[config.mk]
export PLATFORM = sky130hd
export DESIGN_NAME = apb4_responder
export DESIGN_NICKNAME = d
export VERILOG_FILES = /design/src/rtl/apb4_responder.sv
export SDC_FILE = /design/constraint.sdc
export NUM_CORES = 2
export LEC_CHECK = 0
export CORE_MARGIN = 5
export CORE_UTILIZATION = 40
export CTS_BUF_LIST = sky130_fd_sc_hd__clkbuf_8
export DETAILED_ROUTE_END_ITERATION = 10
export PLACE_DENSITY = 0.59
export SYNTH_ARGS = -nofsm -noshare
export SYNTH_HDL_FRONTEND = slang
export SYNTH_SLANG_ARGS = --single-unit
[constraint.sdc]
create_clock -name PCLK -period 5.3 [get_ports PCLK]
set_clock_uncertainty 0.1 [all_clocks]
set_input_delay 1.06 -clock PCLK [delete_from_list [all_inputs] [get_ports PCLK]]
set_output_delay 1.06 -clock PCLK [all_outputs]
set_load 0.01 [all_outputs]
[src/rtl/apb4_responder.sv]
// APB4 completer: word-addressed byte-strobed storage with programmable wait
// states, and PSLVERR for out-of-range or unprivileged accesses.
module apb4_responder #(
   parameter int PADDR_SIZE = 10,
   parameter int PDATA_SIZE = 32,
   parameter int DEPTH      = 64,
   parameter int PRIV_BASE  = 48
) (
   input  logic                    PCLK,
   input  logic                    PRESET,
   input  logic                    PSEL,
   input  logic                    PENABLE,
   input  logic [2:0]              PPROT,
   input  logic                    PWRITE,
   input  logic [PDATA_SIZE/8-1:0] PSTRB,
   input  logic [PADDR_SIZE-1:0]   PADDR,
   input  logic [PDATA_SIZE-1:0]   PWDATA,
   input  logic [3:0]              WAITS,
   output logic [PDATA_SIZE-1:0]   PRDATA,
   output logic                    PREADY,
   output logic                    PSLVERR
);

   localparam int BYTES    = PDATA_SIZE / 8;
   localparam int ADDR_LSB = $clog2(BYTES);
   localparam int IDX_W    = PADDR_SIZE - ADDR_LSB;
   localparam int MEM_AW   = (DEPTH > 1) ? $clog2(DEPTH) : 1;

   typedef enum logic [1:0] {ST_IDLE, ST_WAIT, ST_DONE} state_t;

   state_t            state;
   logic [3:0]        count;
   logic [MEM_AW-1:0] idx_q;
   logic              write_q;
   logic [BYTES-1:0]  strb_q;
   logic              err_q;

   logic [PDATA_SIZE-1:0] mem [DEPTH];

   logic [IDX_W-1:0]  setup_idx;
   logic              setup;
   logic              setup_err;
   logic              from_idle;
   logic              complete;
   logic [MEM_AW-1:0] cur_idx;
   logic              cur_write;
   logic              cur_err;
   logic [BYTES-1:0]  cur_strb;
   logic              mem_we;
   logic              unused_bits;

   assign setup_idx = PADDR[PADDR_SIZE-1:ADDR_LSB];
   assign setup     = PSEL && !PENABLE;
   assign setup_err = (32'(setup_idx) >= 32'(DEPTH)) ||
                      ((32'(setup_idx) >= 32'(PRIV_BASE)) && !PPROT[0]);

   // A zero-wait transfer completes straight from IDLE, so it uses the live
   // setup-phase values instead of the latched copies.
   assign from_idle = (state == ST_IDLE);
   assign complete  = (from_idle && setup && (WAITS == 4'd0)) ||
                      ((state == ST_WAIT) && PSEL && (count == 4'd1));
   assign cur_idx   = from_idle ? setup_idx[MEM_AW-1:0] : idx_q;
   assign cur_write = from_idle ? PWRITE : write_q;
   assign cur_err   = from_idle ? setup_err : err_q;
   assign cur_strb  = from_idle ? PSTRB : strb_q;
   assign mem_we    = complete && !PRESET && cur_write && !cur_err;

   assign unused_bits = ^{PPROT[2:1], PADDR};

   always_ff @(posedge PCLK) begin
      if (PRESET) begin
         state   <= ST_IDLE;
         count   <= 4'd0;
         idx_q   <= '0;
         write_q <= 1'b0;
         strb_q  <= '0;
         err_q   <= 1'b0;
         PREADY  <= 1'b0;
         PSLVERR <= 1'b0;
         PRDATA  <= '0;
      end else begin
         PREADY  <= complete;
         PSLVERR <= complete && cur_err;
         if (complete && !cur_write)
            PRDATA <= cur_err ? '0 : mem[cur_idx];

         case (state)
            ST_IDLE: begin
               if (setup) begin
                  idx_q   <= setup_idx[MEM_AW-1:0];
                  write_q <= PWRITE;
                  strb_q  <= PSTRB;
                  err_q   <= setup_err;
                  if (WAITS == 4'd0) begin
                     state <= ST_DONE;
                  end else begin
                     count <= WAITS;
                     state <= ST_WAIT;
                  end
               end
            end
            ST_WAIT: begin
               // Losing PSEL mid-transfer abandons it without a response.
               if (!PSEL) begin
                  state <= ST_IDLE;
                  count <= 4'd0;
               end else if (count == 4'd1) begin
                  state <= ST_DONE;
                  count <= 4'd0;
               end else begin
                  count <= count - 4'd1;
               end
            end
            ST_DONE: state <= ST_IDLE;
            default: state <= ST_IDLE;
         endcase
      end
   end

   // Storage is deliberately left out of reset so contents survive PRESET.
   always_ff @(posedge PCLK) begin
      if (mem_we) begin
         for (int i = 0; i < BYTES; i++) begin
            if (cur_strb[i])
               mem[cur_idx][8*i +: 8] <= PWDATA[8*i +: 8];
         end
      end
   end

endmodule
# After elaboration in Yosys (flattened, before gate mapping)

Memories as Yosys holds them, arrays and structs flattened.
Index checks and enable logic that the tools add are counted.

Input bits: 58
Memories: 1
Output and inout port bits: 34
Bits in writable memories: 2048
Register bits: 52
Word-level logic and storage cells: 69

Reduce and logical (&&, ||, !) cells: 24
Eq/ne operators: 5
Order comparisons: 2
Add/sub/neg operators: 1
Muxes and demuxes: 27

Memories:

| memory | words | bits a word | read ports | clocked after Yosys merged registers in | wr ports | line | text |
|---|---|---|---|---|---|---|---|
| mem    | 64    | 32          | 1          | 0                                       | 1        | 38   | `logic [PDATA_SIZE-1:0] mem [DEPTH];` |

Operator list:

| cell                                                                    | count |
|---|---|
| 32-bit two-way mux                                                      | 1 |
| 4-bit two-way mux                                                       | 5 |
| 1-bit two-way mux                                                       | 14 |
| 1-bit logical AND                                                       | 11 |
| 8-bit by 6-bit >= comparator with 1-bit output, second input constant   | 1 |
| 8-bit by 7-bit >= comparator with 1-bit output, second input constant   | 1 |
| 2-bit two-way mux                                                       | 4 |
| 4-bit one-hot mux with 2 select lines                                   | 1 |
| 6-bit two-way mux                                                       | 1 |
| 1-bit logical NOT                                                       | 5 |
| 4-bit by 1-bit equality test with 1-bit output, second input constant   | 1 |
| 4-bit logical NOT                                                       | 1 |
| 2-bit inequality test, second input constant                            | 2 |
| 2-bit one-hot mux with 2 select lines                                   | 1 |
| 2-bit AND reduction                                                     | 2 |
| 4-bit by 1-bit subtractor with 4-bit output, second input constant      | 1 |
| 3-bit by 2-bit inequality test with 1-bit output, second input constant | 1 |
| 3-bit AND reduction                                                     | 1 |
| 2-bit by 1-bit equality test with 1-bit output, second input constant   | 1 |
| 2-bit logical NOT                                                       | 1 |
| 1-bit logical OR                                                        | 2 |
| 2-bit nonzero test                                                      | 1 |

# Longest topological paths before layout

Depth in word-level cells: 10
Gate-level depth with buffers: 15
Gate-level depth less buffers: 10

# Worst setup path before layout

No wires, ideal clock.

Kind: input-to-reg
From: input WAITS[2]
To: memory mem[10][16] (enable)
Setup slack: 1.233 ns
Cell stages on the path: 9
Required time: 4.817 ns
Library setup time: 0.383 ns
Arrival time: 3.584 ns
Buffers on the path: 2
Cell sequence: or4_1 > o31ai_1 > and3b_1 > nor3b_1 > nand2b_1 > a21o_1 > buf_2 > buf_1 > nor3_1

Longest elaborated chain between the ends: 8

RTL lines:

| what                                    | line | text |
|---|---|---|
| from (decl)                             | 18   | `input logic [3:0] WAITS,` |
| 4-bit logical NOT                       | 60   | `assign complete = (from_idle && setup && (WAITS == 4'd0)) \|\|` |
| 1-bit logical AND                       | 60   |  |
| 1-bit logical OR                        | 60   |  |
| 1-bit logical AND (3 in series)         | 66   | `assign mem_we = complete && !PRESET && cur_write && !cur_err;` |
| 1-bit two-way mux                       | 122  | `if (mem_we) begin` |
| 1-bit two-way mux (implied by the code) | 125  | `mem[cur_idx][8*i +: 8] <= PWDATA[8*i +: 8];` |
| to (decl)                               | 38   |  |

No other way between the ends.

# Final worst setup path

From: input WAITS[2]
To: memory mem[9][9] (enable)

Same word-level chain as after synthesis.

==> impl_results.md <==
- Cts repair resizes: 0
- Setup-failing EPs final: 0
- Final Max Slew Viols: 0
- Synth top area cells: edfxtp_1 (77%), nand2_1 (3.9%), o22ai_1 (3.3%)
- Post-Route WL: 242000 microns
- Slowest cell on crit path: or4_1
- Fraction of layout instances using a drive strength above 1: 17.5%
- Clock transition at the registers of the reported paths: 0.06 ns
- Area occupied by multi-input gates: 0.0159 sq mm
- R2r worst-path depth: 11
- Reg-to-Reg End: PRDATA[13]
- Status: completed
- Hold Vio Cnt, Final: 0
- #FFs+latches synth: 2100
- Hold-fix buffers, CTS: 0
- Routability Congestion: 0.825
- Worst Path Arrival: 4.75 ns
- Routed len/inst: 27.1 microns
- CP required: 5.92 ns
- Syn Nets: 5397
- Via-to-Cell Ratio: 5.76
- Register area share after synthesis: 78.0%
- Largest net degree at the start of global routing: 65
- GRT overflow: 0
- Crit path max fanout: 21
- Die Y-Extent: 458 microns
- Syn Area/Cell: 15.0 sq um
- Root buffer cell: clkbuf_8
- Ports: 92
- Maximum vdd drop: 0.261 mV
- Hold Path Depth: 2
- Async S/R FF share, synth: 0%
- Max Cap Viol: 0
- Dpl hpwl: 146000 microns
- Slew HR: 14.7%
- Sequential Area: 0.0625 sq mm
- Crit-path most repeated cell: buf_4
- Setup slack, reg-to-reg: 1.17 ns
- Top-count cell post-synth: edfxtp_1
- Class of the worst hold path: reg -> reg
- DRC Markers: 0
- Remaining antenna violation count: 0
- Skew-Pair Late Insertion Delay: 1.04 ns
- DR pass1 iterations: 6
- Worst hold slack: 0.344 ns
- Leak: 31.4 nW
- Setup tns final: 0 ns
- Cells along the critical path: clkdlybuf4s50_1 -> or4_1 -> o31ai_1 -> and3b_1 -> nor3b_1 -> nand2b_1 -> a21o_2 -> buf_4 -> nor3_1 -> buf_4
- Final period utilization: 77.9%
- Rows: 164
- Reg2reg start: state[1]
- Cell area after synthesis: 0.0802 sq mm
- Core area: 0.200 sq mm
- RSZ-0062 raised after global routing: no
- Actual slew at the worst max-slew pin: 1.28 ns
- Library cells used by synthesis: 69
- CP startpoint kind: input port
- H-tree levels: 5
- PD cells: 357 mW/mm^2
- Top delay family on crit path: simple AND/OR/NAND/NOR gates
- Initial drt markers: 5734
- Area grow syn2layout: 17.2%
- Hold Path Sink: PRDATA[13]
- Num CTS Buffers: 351
- Die area: 0.209 sq mm
- Fin crit period: 4.13 ns
- EDFF count, synth: 2048
- Largest stage delay on the critical path: 0.59 ns
- Crit end category: flop
- Post-synth top cells: edfxtp_1 (2048), nand2_1 (827), o22ai_1 (429)
- DR vias: 51400
- Clock sink count: 2100
- Fmax: 0.242 GHz
- WS Path Type: in -> reg
- Setup Fix Bufs, Post-CTS: 0
- YS warnings: 0
- Syn Inst Count: 5337
- Share of the synthesized area in the top cell type: 76.7%
- Worst Min Path Start: PRDATA[13]
- Number of antenna violations at the first check in global routing: 8
- Post-synth top area cell: edfxtp_1
- CTS tree: yes
- IO Port Bufs: 87
- Die width: 458 microns
- Initial Util: 40.2%
- First-pass GRT wire length: 350000 microns
- CTS Buffer Depth: 4
- Most used DFF post-synth: edfxtp_1
- NumNets Final: 6071
- All-Layer GR Usage: 22.5%
- Fillers: 17300
- Vias in the first global route: 50900
- Critical path buffers and inverters: 3
-- how the worst max path moves through the flow --
| stage | from | to | slack, ns | depth (start not counted) |
|---|---|---|---|---|
| floorplan | WAITS[2] | mem[10][16] | 1.23 | 9 |
| global placement | PADDR[2] | PRDATA[27] | 0.23 | 11 |
| detailed placement | WAITS[2] | mem[40][19] | 0.20 | 9 |
| CTS | state[1] | PRDATA[13] | 1.20 | 11 |
| global route | state[1] | PRDATA[13] | 0.99 | 11 |
| finish | WAITS[2] | mem[9][9] | 1.17 | 10 |
-- flip-flops by register name (all words and copies together), names as in the netlist --
name and cells:
write_q 1, strb_q 4, idx_q 6, PSLVERR 1
count 4, mem 2048, state 2, err_q 1
PREADY 1, PRDATA 32
-- layout make-up --
type                    count  area share (%)
diodes                      7          0.0186
flip-flops and latches   2100            66.6
inverters                   4          0.0160
repair buffers            701            6.38
clock buffers             366            5.36
multi-input cells        2853            16.9
clock inverters           234            1.19
well taps                2656            3.54
-- cell usage in the layout, fill, tap and decap left out, types with 144 or more instances in the layout --
cell type  count
edfxtp_1    2048
nand2_1      825
buf_4        560
o22ai_1      429
clkbuf_8     366
nor3_1       313
nand3_1      217
nor2_1       209
a21oi_1      180
mux2i_1      144
-- report_power, final --
group | internal, mW | leakage [nW] | switching (mW)
registers | 18.2 | 18.8 | 0.00951
clock network | 6.68 | 3.64 | 6.29
logic | 0.673 | 8.91 | 1.65
-- kinds of logic after synthesis --
| logic type | Yosys count | synth area share, % |
|---|---|---|
| AOI/OAI and AO/OA | 991 | 8.35 |
| xor gates and xnor gates | 1 | 0.0109 |
| adders and majority gates | 2 | 0.0312 |
| buffers and inverters | 384 | 2.34 |
| DFF | 2100 | 78.0 |
| muxes | 153 | 1.92 |
| and+or+nand+nor | 1706 | 9.34 |
-- tightest hold or removal path: stages (launching register included) --
cell	delay [ns]
dfxtp_1	0.31
nand2_1	0.05
nand2_1	0.04
-- layer usage --
| metal | up-vias | part of all wire, % | global-route usage, % |
|---|---|---|---|
| li1 | 22300 | - | - |
| met1 | 26000 | 40 | 30.5 |
| met2 | 2595 | 47 | 36.1 |
| met3 | 534 | 8.5 | 4.02 |
| met4 | 6 | 3.9 | 8.57 |
| met5 | - | 0.014 | 0 |
-- metrics by stage --
stage / power, mW / setup slack (ns) / std cells / utilization [%] / instance area (sq um)
2_1_floorplan: 19.7 / 1.23 / 5337 / - / 80200
3_3_place_gp: 20.9 / 0.233 / 8314 / 44.0 / 87800
3_5_place_dp: 20.9 / 0.204 / 8314 / 44.0 / 87800
4_1_cts: 33.7 / 1.20 / 8914 / 47.0 / 93900
5_1_grt: 34.6 / 0.985 / 8919 / 47.0 / 93900
6_report: 33.5 / 1.17 / 8921 / 47.1 / 93900
Note: power is estimated with default switching activity, not from simulation.
